### src/rtl/serial_adder_ctrl.sv
// Bit-serial adder controller: round-robin arbitration between two requesters
// for one shared 1-bit adder slice, LSB-first over WIDTH cycles.
module serial_adder_ctrl #(
   parameter int WIDTH = 8
) (
   input  logic             clk,
   input  logic             rst_n,
   input  logic             req0,
   input  logic [WIDTH-1:0] a0,
   input  logic [WIDTH-1:0] b0,
   input  logic             req1,
   input  logic [WIDTH-1:0] a1,
   input  logic [WIDTH-1:0] b1,
   output logic             busy,
   output logic             gnt,
   output logic             done,
   output logic [WIDTH-1:0] sum,
   output logic             cout
);

   localparam int CW = (WIDTH > 1) ? $clog2(WIDTH) : 1;

   typedef enum logic [1:0] {IDLE, ADD, DONE} state_t;

   state_t           state, state_nxt;
   logic             last, last_nxt, gnt_nxt;
   logic [WIDTH-1:0] sa, sb, sa_nxt, sb_nxt, sum_nxt;
   logic             c, c_nxt, cout_nxt;
   logic [CW-1:0]    cnt, cnt_nxt;
   logic             p, g, s, t;

   always_ff @(posedge clk or negedge rst_n) begin
      if (!rst_n) begin
         state <= IDLE;
         gnt   <= 1'b0;
         last  <= 1'b1;
         sa    <= '0;
         sb    <= '0;
         c     <= 1'b0;
         cnt   <= '0;
         sum   <= '0;
         cout  <= 1'b0;
      end else begin
         state <= state_nxt;
         gnt   <= gnt_nxt;
         last  <= last_nxt;
         sa    <= sa_nxt;
         sb    <= sb_nxt;
         c     <= c_nxt;
         cnt   <= cnt_nxt;
         sum   <= sum_nxt;
         cout  <= cout_nxt;
      end
   end

   always_comb begin
      state_nxt = state;
      gnt_nxt   = gnt;
      last_nxt  = last;
      sa_nxt    = sa;
      sb_nxt    = sb;
      c_nxt     = c;
      cnt_nxt   = cnt;
      sum_nxt   = sum;
      cout_nxt  = cout;
      // two half-adder stages on the current LSB
      p = sa[0] ^ sb[0];
      g = sa[0] & sb[0];
      s = p ^ c;
      t = p & c;
      case (state)
         IDLE: begin
            if (req0 || req1) begin
               gnt_nxt   = (req0 && req1) ? ~last : req1;
               sa_nxt    = gnt_nxt ? a1 : a0;
               sb_nxt    = gnt_nxt ? b1 : b0;
               c_nxt     = 1'b0;
               cnt_nxt   = '0;
               state_nxt = ADD;
            end
         end
         ADD: begin
            c_nxt              = g | t;
            sum_nxt            = sum >> 1;
            sum_nxt[WIDTH-1]   = s;
            sa_nxt             = sa >> 1;
            sb_nxt             = sb >> 1;
            cnt_nxt            = cnt + CW'(1);
            if (cnt == CW'(WIDTH - 1)) begin
               cout_nxt  = g | t;
               state_nxt = DONE;
            end
         end
         DONE: begin
            last_nxt  = gnt;
            state_nxt = IDLE;
         end
         default: state_nxt = IDLE;
      endcase
   end

   assign busy = (state != IDLE);
   assign done = (state == DONE);

endmodule

### config.mk
export PLATFORM = sky130hd
export DESIGN_NAME = serial_adder_ctrl
export DESIGN_NICKNAME = d
export VERILOG_FILES = /design/src/rtl/serial_adder_ctrl.sv
export SDC_FILE = /design/constraint.sdc
export NUM_CORES = 1
export LEC_CHECK = 0
export CAP_MARGIN = 30
export CELL_PAD_IN_SITES_DETAIL_PLACEMENT = 1
export CELL_PAD_IN_SITES_GLOBAL_PLACEMENT = 2
export CORE_ASPECT_RATIO = 1.25
export CORE_MARGIN = 10
export CORE_UTILIZATION = 32
export CTS_BUF_LIST = sky130_fd_sc_hd__clkbuf_4 sky130_fd_sc_hd__clkbuf_8
export DETAILED_ROUTE_END_ITERATION = 6
export PLACE_DENSITY = 0.83
export SETUP_SLACK_MARGIN = 0.1
export SYNTH_ARGS = -nofsm -noshare
export SYNTH_HDL_FRONTEND = slang
export SYNTH_SLANG_ARGS = --single-unit
### constraint.sdc
create_clock -name clk -period 2.25 [get_ports clk]
set_input_delay 0.675 -clock clk [delete_from_list [all_inputs] [get_ports clk]]
set_output_delay 0.675 -clock clk [all_outputs]
set_load 0.02 [all_outputs]
==> Word level (Yosys, flattened, before mapping) <==
Cells that the tools add are included.
{ "totals": {"reg_bits": 33, "latch_bits": 0, "mem_bits_rw": 0, "mem_bits_ro": 0, "inputBits": 36, "output_inout_bits": 12, "mem_count": 0} }
{ "classes": {"add_sub_neg": 1, "multipliers": 0, "div_mod_pow": 0, "order_cmp": 0, "eq_ne": 5, "n_shift": 0, "n_mux": 14, "bitwise_logic": 6, "n_reduce_logical": 9} }
{ "op_table": {"columns": ["operator", "n"], "rows": [
  ["$mux 8", 4],
  ["$pmux 8 s2", 2],
  ["$reduce_and 2->1", 4],
  ["$pmux 3 s2", 1],
  ["$mux 2", 2],
  ["$ne 2x2->1 const B", 2],
  ["$pmux 2 s2", 1],
  ["$reduce_bool 2->1", 2],
  ["$add 3x1->3 const B", 1],
  ["$eq 3x3->1 const B", 1],
  ["$mux 3", 1],
  ["$and 1x1->1", 2],
  ["$eq 2x1->1 const B", 1],
  ["$eq 2x2->1 const B", 1],
  ["$logic_not 2->1", 1],
  ["$mux 1", 2],
  ["$pmux 1 s2", 1],
  ["$xor 1x1->1", 2],
  ["$logic_and 1x1->1", 1],
  ["$logic_or 1x1->1", 1],
  ["$not 1->1", 1],
  ["$or 1x1->1", 1]
]} }

==> Longest topological paths before layout <==
Gate-level depths: netlist of run 1.
{ "depth": {"ltp_word": 5, "depth_mapped": 5, "depth_no_buf": 4} }

==> Least setup slack after synthesis of run 1 <==
OpenSTA, ideal clock, no wires.
{ "synth_path": {"path_kind": "input-to-reg", "startpoint": "input req1", "endpoint": "register sa[4]", "setup_ps": 139, "arrival_time_ps": 1384, "slack_ps": 726, "cell_stages": 5, "n_path_buf": 2, "cell_sequence": "a21boi_2 buf_6 buf_8 mux2i_1 o221ai_1"} }
{ "synth_via": {"elab_chain_len": 5, "elab_cells_between_ends": 8, "classes_between": "eq/ne: 1; mux: 4; reduce/logical: 3"} }
{ "synth_rtl": {"columns": ["element", "line_no", "text"], "rows": [
  ["start: declaration", "11", "input logic req1,"],
  ["$logic_and 1x1->1", "74", "gnt_nxt = (req0 && req1) ? ~last : req1;"],
  ["$mux 1", "74", null],
  ["$mux 8", "75", "sa_nxt = gnt_nxt ? a1 : a0;"],
  ["$mux 8", "73", "if (req0 || req1) begin"],
  ["$pmux 8 s2", "71", "case (state)"],
  ["end signal: assignment", "47", "sa <= sa_nxt;"],
  ["end: declaration", "27", "logic [WIDTH-1:0] sa, sb, sa_nxt, sb_nxt, sum_nxt;"]
]} }
Several ways; a longest one is shown, not always the timed one. The select of a mux whose other input is x is not followed.
A chain may end at the register's enable or synchronous reset.

==> Final worst setup path of run 1 <==
{ "layout_path": {"startpoint": "register state[0]", "endpoint": "output busy"} }
{ "layout_via": {"elab_chain_len": 1} }
{ "layout_rtl": {"columns": ["element", "line_no", "text"], "rows": [
  ["start: declaration", "25", "state_t state, state_nxt;"],
  ["start signal: assignment", "44", "state <= state_nxt;"],
  ["$reduce_bool 2->1", "102", "assign busy = (state != IDLE);"],
  ["end: declaration", "14", "output logic busy,"]
]} }
No other way between the ends.

==> flow_summary.ini, run 1 <==
[status]
status = finished, final reports clean

[floorplanning]
die_w_um = 82.7
ios = 48
die-area_mm2 = 0.00814
num_rows = 28
die_h_um = 98.4
core_mm2 = 0.00476
start_util_pct = 33.0

[final_layout]
stdcell_area_mm2 = 0.00225
num-nets-final = 239
drive_gt1_share_pct = 9.95
mostFrequentLayoutCells = 45 x clkdlybuf4s50_1, 34 x nand2_1, 32 x dfrtp_1, 18 x mux2i_1, 12 x o221ai_1
area_growth_pct = 43.1
n_antenna_cell = 0
final_common_cell = clkdlybuf4s50_1

[clock_tree]
clk_latency_ps = 290
clock_tree.buffer_depth = 2
root_buffer = clkbuf_8
h-tree-depth = 2
cts-buffers-inserted = 5
post-cts-setup-buffers = 0
clkTransAtPathRegs_ps = 60
cts_tree = built
cts.sink_count = 33

[synth]
synth_area_mm2 = 0.00157
netlist_instances = 147
synthFlopType = dfrtp_1
synth-seq-cells = 33
async_flop_share_pct = 100
synthTopCellsByArea = dfrtp_1 51%, mux2i_1 11%, nand2_1 8.1%, o221ai_1 6.7%, o21ai_0 2.9%
synth_seq_area_share_pct = 52.5
avgSynthCellArea_um2 = 10.7
synth_edf_count = 0
synth_top_cell_area_share_pct = 50.9
synth_nets = 186
yosys.cell_types.count = 26
yosys.area.top_type = dfrtp_1
ys.warnings.count = 0

[setup_path]
start_kind = flop
cp-startpoint = state[0]$_DFFE_PN0P_
required_ps = 1570
reg2reg_from = state[1]$_DFFE_PN0P_
endpoint_kind = output port
ff2ff_setup_slack_ps = 610
cp-endpoint = busy
cp_data_arrival_time_ps = 1330
r2r-end = c$_DFFE_PN0P_
cp_max_fo = 5
ff2ff_path_depth = 3
setup.worst_path.class = reg -> out

[pwr]
power.density_mw_per_mm2 = 1210
vdd_drop_max_v = 0.000396
p_leak_nw = 1.03
finalPower_mw = 2.72

[global_route]
grt_pass1_vias = 1484
grt_max_degree = 34
antenna_found_initial = 0
grt_pass1_wl_mm = 6.76
overflow = 0
grt-busiest-layer = met2
use_met1_pct = 10.4
gr-usage-met3_pct = 4.64
grtUsageTotal_pct = 10.6
grtUsageMet2_pct = 18.5

[placement]
portBuffers = 47
dp_hpwl_mm = 3.20
placed_cell_area_mm2 = 0.00213
gp_congestion = 0.718

[timing]
hold_viol = 0
fin_crit_sh_pct = 89.0
max_freq_mhz = 499
relSlewSlack_pct = 43.6
rsz0062_at_grt = no
fin_skew_ps = 4.06
max_slew.worst_pin.slew_ps = 846
timing.hold.ws_ps = 474
min_period_ps = 2000
slew_violations = 0
setup-tns-final_ps = 0
finalSetupViolCount = 0

[hold_path]
hp-class = reg -> reg
hp-start = sum[0]$_DFFE_PN0N_

[route]
drt-initial-drc-count = 50
routed_via_density = 4.98
drtPass1Iterations = 3
wl_per_cell_um = 15.8
drc_errors = 0
ant_nets = 0
num_vias = 1299
routed_wl_mm = 4.14

[run]
maxCapViolations = 0
==> cell families after synthesis <==
kind of cell	Yosys count	synth area share, %
and+or+nand+nor	44	12.0
buffers and inverters	16	5.33
AOI/OAI and AO/OA	31	14.4
DFF	33	52.5
muxes	20	12.9
adders and majority gates	3	2.86
==> Yosys cell counts (2+ instances only) <==
cell and instances:
nand2_1 34, dfrtp_1 32, mux2i_1 18, o221ai_1 12, o21ai_0 9, inv_1 7, buf_2 4, a31o_1 3
and2_1 3, clkbuf_1 3, o21ai_1 3, ha_1 2, nor2_1 2, nor2b_1 2, o211ai_1 2
==> report_power, final <==
part	internal [mW]	switching, mW
Combinational	0.527	0.601
Clock	0.373	0.210
Sequential	0.858	0.151
==> worst min-delay path by stage <==
stage / to / slack (ps) / depth (start not counted)
2_1_floorplan: c$_DFFE_PN0P_ / 380 / 0
3_3_place_gp: sum[0]$_DFFE_PN0N_ / 460 / 2
3_5_place_dp: sum[0]$_DFFE_PN0N_ / 460 / 2
4_1_cts: sum[0]$_DFFE_PN0N_ / 480 / 2
5_1_grt: sum[0]$_DFFE_PN0N_ / 500 / 2
6_report: sum[0]$_DFFE_PN0N_ / 470 / 2
==> area by class of cell <==
type / instances / area (um^2)
fill: 537 / 2510
sequential: 33 / 827
multi-input combinational: 98 / 663
timing repair buffer: 55 / 541
clock buffer: 7 / 90.1
tap: 60 / 75.1
clock inverter: 1 / 30.0
inverter: 7 / 26.3
==> metrics by stage <==
stage                     worst slack [ps]  instances  utilization, %
after detailed placement               100        253            44.8
after global placement                 168        253            44.8
after floorplan                        726        147               -
after CTS                              232        261            47.3
after global routing                   153        261            47.3
final                                  247        261            47.3
==> layer usage <==
| layer | vias to the layer above | share of wire (%) |
|---|---|---|
| met1 | 635 | 37 |
| met5 | - | 0 |
| met3 | 8 | 8.5 |
| met2 | 37 | 53 |
| li1 | 619 | - |
| met4 | 0 | 1.7 |
==> registers in the layout (all words and copies together), names as in the netlist <==
name and flops:
cnt 3, gnt 1, cout 1, last 1, sum 8, state 2
c 1, sb 8, sa 8
==> worst max-delay path, cell delays in order (launching register included) <==
cell and delay, ps:
dfrtp_1 450, nor2_1 210, inv_1 60, dlygate4sd2_1 320
==> repair_timing <==
action                     CTS  global route
setup endpoints to repair    2             0
hold buffers                 0             0
resized for setup            2             0
Note: power is estimated with default switching activity, not from simulation.
==> run 2: changes to the inputs <==
- CTS_CLUSTER_SIZE: not set -> 24
==> results of run 2 <==
Same layout as run 1: the final DEF is identical, and so are final timing and power.
==> run 3: changes to the inputs <==
- GPL_ROUTABILITY_DRIVEN: not set -> 0
- HOLD_SLACK_MARGIN: not set -> 0.02
==> results of run 3 <==
Same layout as run 1: the final DEF is identical, and so are final timing and power.
==> RTL change 1, RTL diff (flow settings as in run 1) <==
`sum` no longer has a reset.
--- a/src/rtl/serial_adder_ctrl.sv
+++ b/src/rtl/serial_adder_ctrl.sv
@@ -38,7 +38,6 @@
          sb    <= '0;
          c     <= 1'b0;
          cnt   <= '0;
-         sum   <= '0;
          cout  <= 1'b0;
       end else begin
          state <= state_nxt;
@@ -48,9 +47,12 @@
          sb    <= sb_nxt;
          c     <= c_nxt;
          cnt   <= cnt_nxt;
-         sum   <= sum_nxt;
          cout  <= cout_nxt;
       end
+   end
+
+   always_ff @(posedge clk) begin
+      sum <= sum_nxt;
    end
 
    always_comb begin
Check against the original RTL: differs if rst_n is asserted again (counterexample within 4 cycles, from zero or initial values and one cycle with rst_n low); with rst_n held inactive, the same outputs for 10 cycles.
==> RTL change 1 against run 1 <==
Non-clock buffer count up 1. Sequential share of layout area up 3.1 points. Sequential cell count unchanged. Design area decreased by 3.4%. Count of clock-buffer cells in the layout rose by 1. Worst setup slack improved by 0.031 ns. Critical path depth unchanged. Total power decreased by 2.6%. Clock power decreased by 21%. Sequential power up 7%. Wire length increased by 0.58%. Area after synthesis is 4.2% lower. Via count decreased by 10%. Highest routed layer unchanged.
==> RTL change 1: results (changes against run 1) <==
[layout]
final_nets = 216  ; was 239
stdcell_count = 236  ; was 261
n_fill_cell = 498  ; was 537
layout-drive-gt1-share_pct = 14.04  ; was 9.950%
reg.largest.list = sa: 8 flops, sb: 8 flops, sum: 8 flops  ; unchanged
diodes = 0  ; unchanged

[clock_tree]
cts_made_buffers = 5  ; unchanged
cts_buffer_depth = 2  ; unchanged
insertion_delay_ns = 0.28
post_cts_resize_count = 2  ; unchanged
clkTransAtPathRegs_ns = 0.06  ; about the same
clockRootBuffer = clkbuf_8  ; unchanged
cts_max_level = 2  ; unchanged
post_cts_buffers = 0  ; unchanged

[synthesis]
netlist_instances = 121  ; was 147
syn-num-nets = 160  ; was 186
async_reset_ff_share_pct = 75.76  ; was 100.0%
synth_enable_flop_cells = 8  ; was 0
netlist-cell-type-count = 23  ; was 26
synth_seq_area_share_pct = 57.51  ; was 52.54%
yosys_warnings = 0  ; unchanged
synth_common_cells = dfrtp_1, mux2i_1, o21ai_0, o221ai_1, nand2_1  ; was nand2_1, dfrtp_1, mux2i_1, o221ai_1, o21ai_0
ys_top_cells_by_area = dfrtp_1, edfxtp_1, mux2i_1  ; was dfrtp_1, mux2i_1, nand2_1

[worst_hold_path]
worstHoldPathCells = 0  ; was 2
min_path_type = flop to flop  ; unchanged

[route]
via_count = 1167  ; was 1,299
post_drt_wl_per_cell_um = 17.62  ; was 15.84 um
drt_iter0_drc = 32  ; was 50
dr.pass1.iters = 4  ; was 3

[setup_path]
crit_fanout = 4  ; was 5
crit_arrival_ns = 1.30  ; was 1.33 ns
ff2ff_path_depth = 6  ; was 3

[global_route]
antenna_found_initial = 0  ; unchanged
grt_pass1_vias = 1351  ; was 1,484
grt_max_degree = 26  ; was 34
grt-ovfl-total = 0  ; unchanged
grt_usage_pct = 11.32  ; was 10.62%
grt_pass1_wl_mm = 7.086  ; was 6.762 mm

[placed_design]
dp_cells = 228  ; was 253
port_buffers = 47  ; unchanged
routabilityCongestion = 0.7241  ; was 0.7179
dp.final_hpwl_mm = 3.142  ; was 3.205 mm

[sta]
skew_ns = 0.002559  ; was 0.004060 ns
worstMarginPinSlew_ns = 0.3380  ; was 0.8458 ns

[power_and_ir_drop]
p_leak_uw = 0.0009394  ; was 0.001029 uW
ir_worst_vdd_mv = 0.4127  ; was 0.3961 mV
internal_power_uw = 1733  ; was 1759 uW

[status]
outcome = complete, no violations  ; unchanged

## RTL change 1: power by group through the flow
stage	registers, uW	clock network (uW)	logic (uW)
2_1_floorplan	1180	0	529
5_1_grt	1130	512	1220
3_3_place_gp	1070	0	1090
4_1_cts	1090	477	1130
6_report	1080	461	1110
3_5_place_dp	1100	0	1140
## RTL change 1: final timing paths
check	end	from	slack, ns
setup / recovery	busy	state[0]	0.28
hold / removal	sum[6]	sum[7]	0.45
setup reg to reg	cnt[2]	state[1]	0.80
hold reg to reg	sum[6]	sum[7]	0.45
max in group asynchronous	last	rst_n	1.19
min in group asynchronous	cnt[0]	rst_n	0.76
## RTL change 1: per-stage QoR
stage	power (uW)	cell area, um^2	setup slack [ns]
final	2650	2176	0.2782
after global routing	2856	2176	0.1526
after CTS	2691	2176	0.2644
after detailed placement	2231	2087	0.1259
after global placement	2169	2087	0.1798
after floorplan	1705	1508	0.7082
## RTL change 1: kinds of logic (layout without fill, tap and decap cells)
family / after synthesis / in the layout / share of synthesized area, %
compound gates: 31 / 31 / 15.02
fa+ha+maj: 3 / 3 / 2.987
buf+inv: 15 / 72 / 4.896
flops: 33 / 33 / 57.51
mux: 20 / 20 / 13.44
simple gates: 19 / 19 / 6.142
## RTL change 1: layout make-up
cell class,instances,area (um^2),share of cell area [%]
clock buffers,8,91.34,4.198
repair buffers,56,548.0,25.19
flip-flops and latches,33,867.1,39.85
inverters,8,30.03,1.380
well taps,58,72.57,3.335
multi-input cells,73,566.8,26.05
## RTL change 1: critical path, stage by stage, from the launching register on
cell and delay [ns]:
dfrtp_1 0.42, nor2_1 0.21, inv_1 0.06, dlygate4sd2_1 0.33
## RTL change 1: routing by layer
metal / share of wire [%] / wire (um) / track usage, % / up-vias
li1: - / - / - / 553
met1: 40 / 1656 / 12.44 / 570
met2: 52 / 2150 / 19.65 / 38
met3: 7.6 / 316 / 4.436 / 6
met4: 0.87 / 36 / 2.390 / 0
met5: 0 / 0 / 0 / -
==> RTL change 2, RTL diff (settings of run 1) <==
Without the edit above. Change the parameter `WIDTH` from 8 to 16.
--- a/src/rtl/serial_adder_ctrl.sv
+++ b/src/rtl/serial_adder_ctrl.sv
@@ -1,7 +1,7 @@
 // Bit-serial adder controller: round-robin arbitration between two requesters
 // for one shared 1-bit adder slice, LSB-first over WIDTH cycles.
 module serial_adder_ctrl #(
-   parameter int WIDTH = 8
+   parameter int WIDTH = 16
 ) (
    input  logic             clk,
    input  logic             rst_n,
Ports: changed (5 resized); port bits go from 48 to 88. No check against the original RTL was run, so the function may have changed too.
==> RTL change 2 against run 1 <==
Combinational power increased by 52%. Clock power increased by 46%. Worst setup slack got worse by 0.014 ns. Clock skew increased by 0.0017 ns. Sequential cell count increased by 25. Area after synthesis increased by 79%. Wire length increased by 100%. First-iteration DRC count increased by 28%. Total power increased by 58%. Maximum frequency decreased by 0.70%. Register-to-register slack improved by 0.09 ns. Design area increased by 79%. Count of clock-buffer cells in the layout increased by 5. Largest power group is now sequential cells. Highest routed layer unchanged.
==> RTL change 2: results (changes against run 1) <==
[synthesis]
synthMuxAreaShare_pct = 12.87  ; was 12.88%
ys_top_cells_by_area = dfrtp_1, mux2i_1, nand2_1  ; unchanged
synth-compound-area-share_pct = 15.27  ; was 14.39%
synthAdderAreaFrac_pct = 1.154  ; was 2.862%
netlist-cell-type-count = 34  ; was 26
syn-num-nets = 340  ; was 186
yosys.area_share.xor_xnor_pct = 0.3107  ; was 0%

[setup_path]
crit_fanout = 6  ; was 5
ff2ff_path_depth = 5  ; was 3
r2r-end = cnt[3]  ; was c

[clock_tree]
cts_buffer_depth = 2  ; unchanged
cts_max_level = 3  ; was 2
cts_made_buffers = 9  ; was 5

[global_route]
grt_pass1_vias = 2646  ; was 1,484
grt_max_degree = 59  ; was 34
grt_pass1_wl_mm = 14.27  ; was 6.762 mm
grt_usage_pct = 13.37  ; was 10.62%

[route]
drt_iter0_drc = 64  ; was 50
via_per_inst = 4.840  ; was 4.977

[layout]
reg.largest.list = sa: 16 flops, sb: 16 flops, sum: 16 flops  ; was sa: 8 flops, sb: 8 flops, sum: 8 flops
n_fill_cell = 995  ; was 537
layout-drive-gt1-share_pct = 10.93  ; was 9.950%

[power_and_ir_drop]
p_leak_uw = 0.001827  ; was 0.001029 uW

[status]
outcome = complete, no violations  ; unchanged

[placed_design]
port_buffers = 87  ; was 47
routabilityCongestion = 0.7590  ; was 0.7179
dp.final_hpwl_mm = 5.965  ; was 3.205 mm

[sta]
whs_ns = 0.3412  ; was 0.4742 ns
slew_headroom_pct = 75.30  ; was 43.61%

-- RTL change 2: changes by cell type after synthesis, moves of 8 or more --
cell / delta
inv_1: +8
mux2i_1: +16
o21ai_0: +13
o221ai_1: +14
dfrtp_1: +25
nand2_1: +36
-- RTL change 2: area by class of cell --
type	count	area share (%)
clock buffer	12	3.951
clock inverter	3	0.3734
inverter	15	1.400
multi-input combinational	178	29.56
sequential	58	36.15
timing repair buffer	100	24.83
tap	120	3.734
-- RTL change 2: metrics by stage --
| stage | cell area, um^2 | cells | worst slack, ns |
|---|---|---|---|
| finish | 4021 | 486 | 0.2333 |
| global route | 4021 | 486 | 0.1512 |
| CTS | 4006 | 484 | 0.1968 |
| detailed placement | 3834 | 469 | -0.1599 |
| global placement | 3834 | 469 | -0.07098 |
| floorplan | 2819 | 270 | 0.5761 |
-- RTL change 2: cell families after synthesis --
group / Yosys count
multiplexers: 36
AND/OR/NAND/NOR: 82
adder cells (fa/ha/maj): 2
XOR/XNOR: 1
flip-flops: 58
AO/OA/AOI/OAI: 57
buffers and inverters: 34
-- RTL change 2: power by group --
part / switching, uW / internal (uW) / total [uW]
registers: 254 / 1480 / 1730
clock network: 391 / 460 / 851
logic: 920 / 798 / 1720
-- RTL change 2: critical path, stage by stage (launching register included) --
cell           delay, ns
dfrtp_2             0.46
nor2b_1             0.19
dlygate4sd2_1       0.37
-- RTL change 2: repair_timing --
action                                  in CTS  in global routing
buffers inserted                             0                  2
cloned                                       0                  0
endpoints found under the setup margin       2                  6
pin swaps                                    0                  1
resized for setup                            3                  0
-- RTL change 2: worst max-delay path by stage --
stage	to	slack, ns	depth (start not counted)
final	done	0.23	2
after global routing	sum[15]	0.15	1
after CTS	done	0.20	2
after detailed placement	sb[10]	-0.16	5
after global placement	sa[9]	-0.07	5
after floorplan	done	0.58	2
-- RTL change 2: routing by layer --
| metal | GRT usage (%) | wire [um] |
|---|---|---|
| met5 | 0 | 0 |
| met4 | 4.840 | 87 |
| met3 | 4.625 | 594 |
| met2 | 20.81 | 3977 |
| met1 | 16.81 | 3649 |
